<file path="src/rtl/up2_pkg.sv">
// Shared constants for the UP2 timer push-button front end: clock rate,
// default debounce/repeat timings and the repeat FSM state encoding.
package up2_pkg;

    localparam int unsigned MCLK_HZ               = 25175000;
    localparam int unsigned DEBOUNCE_CYCLES_DFLT  = 251750;
    localparam int unsigned REPEAT_DELAY_DFLT     = 12587500;
    localparam int unsigned REPEAT_PERIOD_DFLT    = 2517500;
    localparam int unsigned CNT_W_DFLT            = 24;

    typedef enum logic [1:0] {
        ST_IDLE   = 2'd0,
        ST_DELAY  = 2'd1,
        ST_REPEAT = 2'd2,
        ST_HOLD   = 2'd3
    } rep_state_e;

endpackage

</file>
<file path="src/rtl/debounce_filter.sv">
// Two-flop synchroniser plus stability counter for an active-low button;
// produces the debounced level and single-edge rise/fall strobes.
module debounce_filter #(
    parameter int unsigned DEBOUNCE_CYCLES = 4,
    parameter int unsigned CNT_W           = 8
) (
    input  logic clk,
    input  logic srst,
    input  logic bt_n_i,
    output logic level_o,
    output logic rise_o,
    output logic fall_o
);

    localparam logic [CNT_W-1:0] DEB_LAST = CNT_W'(DEBOUNCE_CYCLES - 1);

    logic             s1_q, s2_q;
    logic             level_q, level_d;
    logic [CNT_W-1:0] dcnt_q, dcnt_d;
    logic             toggle;

    // rise/fall are combinational so the FSM can react on the same edge LEVEL toggles
    assign toggle  = (s2_q != level_q) && (dcnt_q == DEB_LAST);
    assign rise_o  = toggle & ~level_q;
    assign fall_o  = toggle &  level_q;
    assign level_o = level_q;

    always_comb begin
        dcnt_d  = '0;
        level_d = level_q;
        if (s2_q != level_q) begin
            if (dcnt_q == DEB_LAST) begin
                level_d = ~level_q;
            end else begin
                dcnt_d = dcnt_q + 1'b1;
            end
        end
    end

    always_ff @(posedge clk) begin
        if (srst) begin
            s1_q    <= 1'b0;
            s2_q    <= 1'b0;
            level_q <= 1'b0;
            dcnt_q  <= '0;
        end else begin
            s1_q    <= ~bt_n_i;
            s2_q    <= s1_q;
            level_q <= level_d;
            dcnt_q  <= dcnt_d;
        end
    end

endmodule

</file>
<file path="src/rtl/button_repeat.sv">
// Push-button conditioner: debounced level, one-cycle PRESS per press and
// optional auto-repeat (initial delay, then fixed period) while held.
module button_repeat
    import up2_pkg::*;
#(
    parameter int unsigned DEBOUNCE_CYCLES = DEBOUNCE_CYCLES_DFLT,
    parameter int unsigned REPEAT_DELAY    = REPEAT_DELAY_DFLT,
    parameter int unsigned REPEAT_PERIOD   = REPEAT_PERIOD_DFLT,
    parameter int unsigned CNT_W           = CNT_W_DFLT
) (
    input  logic MCLK,
    input  logic RST,
    input  logic BT_N,
    input  logic REPEAT_EN,
    output logic LEVEL,
    output logic PRESS,
    output logic HELD
);

    localparam logic [CNT_W-1:0] DELAY_LAST  = CNT_W'(REPEAT_DELAY - 1);
    localparam logic [CNT_W-1:0] PERIOD_LAST = CNT_W'(REPEAT_PERIOD - 1);

    rep_state_e       state_q, state_d;
    logic [CNT_W-1:0] rcnt_q, rcnt_d;
    logic             press_q, press_d;
    logic             held_q;
    logic             rise, fall;

    debounce_filter #(
        .DEBOUNCE_CYCLES (DEBOUNCE_CYCLES),
        .CNT_W           (CNT_W)
    ) u_debounce (
        .clk     (MCLK),
        .srst    (RST),
        .bt_n_i  (BT_N),
        .level_o (LEVEL),
        .rise_o  (rise),
        .fall_o  (fall)
    );

    // Release has priority over a coinciding terminal count, then REPEAT_EN
    always_comb begin
        state_d = state_q;
        rcnt_d  = rcnt_q;
        press_d = 1'b0;
        unique case (state_q)
            ST_IDLE: begin
                if (rise) begin
                    press_d = 1'b1;
                    rcnt_d  = '0;
                    state_d = REPEAT_EN ? ST_DELAY : ST_HOLD;
                end
            end
            ST_DELAY, ST_REPEAT: begin
                if (fall) begin
                    rcnt_d  = '0;
                    state_d = ST_IDLE;
                end else if (!REPEAT_EN) begin
                    rcnt_d  = '0;
                    state_d = ST_HOLD;
                end else if (rcnt_q == ((state_q == ST_DELAY) ? DELAY_LAST : PERIOD_LAST)) begin
                    press_d = 1'b1;
                    rcnt_d  = '0;
                    state_d = ST_REPEAT;
                end else begin
                    rcnt_d  = rcnt_q + 1'b1;
                end
            end
            ST_HOLD: begin
                if (fall) begin
                    rcnt_d  = '0;
                    state_d = ST_IDLE;
                end
            end
            default: begin
                rcnt_d  = '0;
                state_d = ST_IDLE;
            end
        endcase
    end

    always_ff @(posedge MCLK) begin
        if (RST) begin
            state_q <= ST_IDLE;
            rcnt_q  <= '0;
            press_q <= 1'b0;
            held_q  <= 1'b0;
        end else begin
            state_q <= state_d;
            rcnt_q  <= rcnt_d;
            press_q <= press_d;
            held_q  <= (state_d == ST_REPEAT);
        end
    end

    assign PRESS = press_q;
    assign HELD  = held_q;

endmodule

</file>
<file path="config.mk">
export PLATFORM = sky130hd
export DESIGN_NAME = button_repeat
export DESIGN_NICKNAME = d
export VERILOG_FILES = /design/src/rtl/up2_pkg.sv /design/src/rtl/debounce_filter.sv /design/src/rtl/button_repeat.sv
export SDC_FILE = /design/constraint.sdc
export NUM_CORES = 1
export LEC_CHECK = 0
export BUFFER_PORTS_ARGS = -buffer_cell sky130_fd_sc_hd__buf_4
export CAP_MARGIN = 20
export CORE_MARGIN = 10
export CORE_UTILIZATION = 45
export CTS_BUF_LIST = sky130_fd_sc_hd__clkbuf_4 sky130_fd_sc_hd__clkbuf_8 sky130_fd_sc_hd__clkbuf_16
export DETAILED_ROUTE_END_ITERATION = 16
export PLACE_DENSITY_LB_ADDON = 0.08
export SLEW_MARGIN = 20
export SYNTH_ARGS = -nofsm -noshare
export SYNTH_HDL_FRONTEND = slang
export SYNTH_HIERARCHICAL = 1
export SYNTH_SLANG_ARGS = --single-unit
</file>
<file path="constraint.sdc">
create_clock -name MCLK -period 5.6 [get_ports MCLK]
set_input_delay 1.12 -clock MCLK [delete_from_list [all_inputs] [get_ports MCLK]]
set_output_delay 1.12 -clock MCLK [all_outputs]
set_load 0.005 [all_outputs]
</file>
==> impl_metrics.yaml, run 1 <==
outcome:
  status: "finished clean"
sta:
  fin_crit_sh: 0.499
  fmax_mhz: 358
  fin_hold_ws_ps: 464
  skew_ps: 10.2
  rsz0062_at_grt: "false"
  finalSetupViolations: 0
  slew_violations: 0
  timing.setup.tns_ps: 0
  worst_slew_pin_slew_ps: 803
  slew_headroom: 0.464
  hold_viol: 0
  min_period_ps: 2800
grt:
  grt_pass1_wl_um: 12000
  antenna_found_initial: 0
  grt_pass1_vias: 2440
  grt-ovfl-total: 0
  grt_max_degree: 27
  track_usage: 0.138
critical_path:
  worst-setup-path-type: "flip-flop to flip-flop"
  critPathLaunchType: "flip-flop"
  crit_fanout: 16
  cp_data_required_time_ps: 5800
  arrival_ps: 3000
  end_kind: "flip-flop"
clock_network:
  cts_tree: "built"
  insertion_delay_ps: 310
  cts_buffers: 5
  holdBufCountCts: 0
  htreeDepth: 2
  cts_root_buffer: "clkbuf_8"
  cts.sinks: 55
  postCtsResizedCells: 0
  cts_setup_buffers: 0
  cts_max_path_buffers: 2
  clkTransAtPathRegs_ps: 90
layout:
  nFillCells: 645
  multi_input_area_sq_um: 1830
  fin_cells: 448
  final_common_cell: "dfxtp_1"
  diodes: 0
  drive_gt1_frac: 0.101
  register_area_sq_um: 1100
  syn2layout_area_growth_pct: 5.96
  fin_util: 0.483
  final_cell_mix: "dfxtp_1 (55), nand2_1 (35), nor2_1 (26), nand3_1 (23), nand4_1 (19)"
  final_net_count: 378
routing:
  drt-vias-per-instance: 6.03
  vias: 2701
  wirelength_um: 6990
  dr.pass1.iters: 4
  drt_drc_violations_left: 0
  drtIter0Drc: 217
  drtAntennaViolNets: 0
  wire_per_inst_um: 15.6
floorplan:
  die_area_sq_um: 10500
  die_x_um: 103
  num_rows: 30
  start_util: 0.456
  core_area_sq_um: 6720
  io_pins: 7
  die_height_um: 103
logic_synthesis:
  ys_top_cells_by_area: "dfxtp_1 (36%), nand2_1 (4.3%), nand4_1 (3.9%)"
  async_flop_share: 0
  ys_ff_latch: 55
  seq_area_frac_synth: 0.359
  synth.distinct_cells: 60
  synth_edf_count: 0
  netlist_area_sq_um: 3060
  synth_top_cell_by_area: "dfxtp_1"
  synth_top_cell_area_share: 0.359
  synthCells: 366
  synth_warnings: 6
  syn_area_per_cell_sq_um: 8.37
  synth_flop_cell: "dfxtp_1"
  synth_nets: 377
flow_run:
  drv_cap: 0
place:
  gp_routability_congestion: 0.878
  placed_cells: 440
  portBuffers: 6
  dp_hpwl_um: 4870
power:
  total_power_mw: 0.769
  ir_worst_vdd_uv: 105
  p_leak_nw: 0.992
  p_per_area_nw_per_um2: 237
worst_hold_path:
  holdCritPathClass: "flip-flop to flip-flop"
cells by family after synthesis:
group / count (synthesis) / synth area share
muxes: 2 / 0.00653
DFF: 55 / 0.359
xor gates and xnor gates: 16 / 0.0457
adders and majority gates: 7 / 0.0286
AOI/OAI and AO/OA: 71 / 0.160
buffers and inverters: 27 / 0.0445
and+or+nand+nor: 188 / 0.356
area by class of cell:
class                           count  share of cell area
Timing Repair Buffer                9              0.0208
Multi-Input combinational cell    284               0.563
Tap cell                           80              0.0308
Sequential cell                    55               0.339
Clock buffer                        8              0.0320
Inverter                           12              0.0139
power by group:
| group | internal, mW | switching (mW) |
|---|---|---|
| clock | 0.118 | 0.126 |
| sequential | 0.397 | 0.00593 |
| combinational | 0.0450 | 0.0766 |
layer usage:
layer  vias to the layer above  wire length [um]  share of wire  global-route usage
met3                         7               287          0.041              0.0275
met5                         -                 0              0                   0
met1                      1269              3590           0.51               0.203
met2                        48              3040           0.43               0.198
li1                       1377                 -              -                   -
met4                         0                68         0.0097              0.0380
stage by stage:
step / worst slack (ps) / instance area, sq um
2_1_floorplan: 3060 / 3060
3_3_place_gp: 2860 / 3140
6_report: 2800 / 3250
3_5_place_dp: 2840 / 3140
5_1_grt: 2470 / 3250
4_1_cts: 2800 / 3240
flip-flops by register name, indices dropped and copies added, names as in the netlist:
| signal | count |
|---|---|
| u_debounce/level_o | 1 |
| u_debounce/s2_q | 1 |
| state_q | 2 |
| HELD | 1 |
| rcnt_q | 24 |
| PRESS | 1 |
| u_debounce/dcnt_q | 24 |
| u_debounce/s1_q | 1 |
critical path: stages (launching register included):
cell      delay (ps)
dfxtp_1          370
nor4_1           380
and4_1           290
nand2_1           80
nor2_1           280
nand2b_1         210
nand2b_1         120
nor3_1           180
buf_4            260
nand2_2          170
o41ai_1          370
final timing paths:
check,endpoint,start,depth (start not counted),slack [ps]
worst min-delay path,u_debounce/s2_q$_SDFF_PP0_,u_debounce/s1_q$_SDFF_PP0_,1,460
worst max register to register,rcnt_q[9]$_SDFFE_PP0P_,u_debounce/dcnt_q[13]$_SDFF_PP0_,10,2800
worst max-delay path,rcnt_q[9]$_SDFFE_PP0P_,u_debounce/dcnt_q[13]$_SDFF_PP0_,10,2800
worst min register to register,u_debounce/s2_q$_SDFF_PP0_,u_debounce/s1_q$_SDFF_PP0_,1,460
synthesized netlist by cell type (4+ instances only):
cell      instances
dfxtp_1          55
nand2_1          35
nor2_1           27
nand3_1          23
nand4_1          19
a21oi_1          17
a31oi_1          15
inv_1            12
nor4_1           12
xnor2_1          11
nor3_1           10
o21ai_0           9
clkbuf_1          8
o31ai_1           8
and3_1            7
ha_1              7
nand2b_1          7
or4_1             7
and4_1            5
xor2_1            5
and2_1            4
or2_2             4
or3_1             4
(Power assumes the default switching activity.)
==> inputs of run 2 (changes only) <==
clock period = 2.4 ns   (was 5.6 ns; I/O delays follow)
==> run 2 against run 1 <==
Against the previous run:
- power up 140%
- via count rose by 7.1%
- critical path depth increased by 2
- fmax grew 23%
- clock-buffer cell count decreased by 1
- sequential share of layout area is 4.1 points lower
- cell count rose by 10%
- largest cell class unchanged
==> impl_metrics.yaml, run 2 (synthesized netlist as in run 1, its figures left out) <==
layout:
  final_area_sq_um: 3700
  top_regs: "rcnt_q x24, u_debounce/dcnt_q x24, state_q x2"
  final_net_count: 424
  nFillCells: 640
  syn2layout_area_growth_pct: 20.6
  diodes: 0
  drive_gt1_frac: 0.232
  fin_cells: 494
  final_cell_mix: "dfxtp_1 (54), buf_4 (54), nand2_1 (35), nor2_1 (25), nand3_1 (22)"
power:
  p_per_area_nw_per_um2: 495
  p_leak_nw: 1.27
  power.switching_mw: 0.518
  sw_frac_of_total: 0.283
  p_int_mw: 1.31
  comb_power_share: 0.199
  clockPowerShare: 0.288
  pwr-share-seq: 0.514
  ir_worst_vdd_uv: 243
sta:
  min_period_ps: 2280
  fin_crit_sh: 0.949
  skew_ps: 12.2
  worst_slew_pin_slew_ps: 729
  finalSetupViolations: 0
  fmax_mhz: 439
  timing.setup.tns_ps: 0
  slew_violations: 0
  hold_viol: 0
  slew_headroom: 0.509
clock_network:
  cts_root_buffer: "clkbuf_8"
  cts.sinks: 55
  htreeDepth: 2
  clkTransAtPathRegs_ps: 90
  cts_buffers: 5
  cts_tree: "built"
  cts_max_path_buffers: 2
  insertion_delay_ps: 310
critical_path:
  arrival_ps: 2520
  worstPathCellList: "inv_1 > ha_1 > nor3b_2 > and3_1 > nand2_1 > nor2_1 > buf_4 > nor4bb_4 > nand3b_1 > buf_4 > or3_1 > nand3_1"
  worst_path_most_repeated_cell: "buf_4"
  critPathLaunchType: "flip-flop"
  end_kind: "flip-flop"
  slowest_delay_ps: 350
  slowest_stage: "or3_1"
  crit_fanout: 6
  worstPathBufferInverterCount: 3
  cp_data_required_time_ps: 2640
  worst-setup-path-type: "flip-flop to flip-flop"
  crit_family: "simple AND/OR/NAND/NOR gates"
floorplan:
  num_rows: 30
  core_area_sq_um: 6720
  die_area_sq_um: 10500
  die_height_um: 103
  die_x_um: 103
  io_pins: 7
  start_util: 0.456
place:
  placed_cells: 480
  portBuffers: 6
  dp_hpwl_um: 5320
  gp_routability_congestion: 0.825
  place_area_sq_um: 3450
grt:
  grt_pass1_vias: 2638
  grt_max_degree: 21
  grt-ovfl-total: 0
  track_usage: 0.145
  grt_pass1_wl_um: 12500
  antenna_found_initial: 0
routing:
  drtAntennaViolNets: 0
  vias: 2892
  wire_per_inst_um: 15.4
  drt_drc_violations_left: 0
  drt-vias-per-instance: 5.85
  wirelength_um: 7620
  dr.pass1.iters: 5
  drtIter0Drc: 157
worst_hold_path:
  holdCritPathClass: "primary input to flip-flop"
flow_run:
  drv_cap: 0
outcome:
  status: "finished clean"
-- run 2: what timing repair did --
item | CTS | global route
endpoints found under the setup margin | 20 | 20
pin swaps | 1 | 4
buffers inserted | 1 | 4
gates cloned | 0 | 1
hold buffers | 0 | 0
resized for setup | 2 | 22
-- run 2: path summary, 6_finish.rpt --
path / startpoint / cells after the start / slack (ps) / to
max reg2reg: u_debounce/dcnt_q[1]$_SDFF_PP0_ / 12 / 120 / rcnt_q[12]$_SDFFE_PP0P_
min: BT_N / 2 / 320 / u_debounce/s1_q$_SDFF_PP0_
max: u_debounce/dcnt_q[1]$_SDFF_PP0_ / 12 / 120 / rcnt_q[12]$_SDFFE_PP0P_
min reg2reg: u_debounce/s1_q$_SDFF_PP0_ / 1 / 450 / u_debounce/s2_q$_SDFF_PP0_
-- run 2: layout make-up --
type	instances	area (sq um)	share of cell area
timing repair buffer	55	417	0.113
inverter	12	45.0	0.0122
tap	80	100	0.0271
clock buffer	7	83.8	0.0227
multi-input combinational	284	1940	0.526
sequential	55	1100	0.298
clock inverter	1	5.00	0.00135
-- run 2: power by group through the flow --
stage,sequential [mW],combinational (mW),clock [mW]
CTS,0.940,0.326,0.550
detailed placement,0.961,0.322,0
global placement,0.961,0.319,0
finish,0.940,0.363,0.527
floorplan,0.958,0.214,0
global route,0.942,0.408,0.580
-- run 2: per-layer routing --
| metal | wire, um | vias to the layer above | GRT usage |
|---|---|---|---|
| li1 | - | 1464 | - |
| met1 | 3830 | 1364 | 0.204 |
| met2 | 3400 | 58 | 0.222 |
| met3 | 323 | 6 | 0.0268 |
| met4 | 63 | 0 | 0.0315 |
| met5 | 0 | - | 0 |
-- run 2: through the flow --
step           setup slack [ps]  utilization  power [mW]  hold WS [ps]
3_5_place_dp               -246        0.513        1.28           433
3_3_place_gp               -170        0.513        1.28           415
2_1_floorplan              53.8            -        1.17           414
5_1_grt                   -42.5        0.550        1.93           317
6_report                    123        0.550        1.83           322
4_1_cts                    3.31        0.528        1.82           310
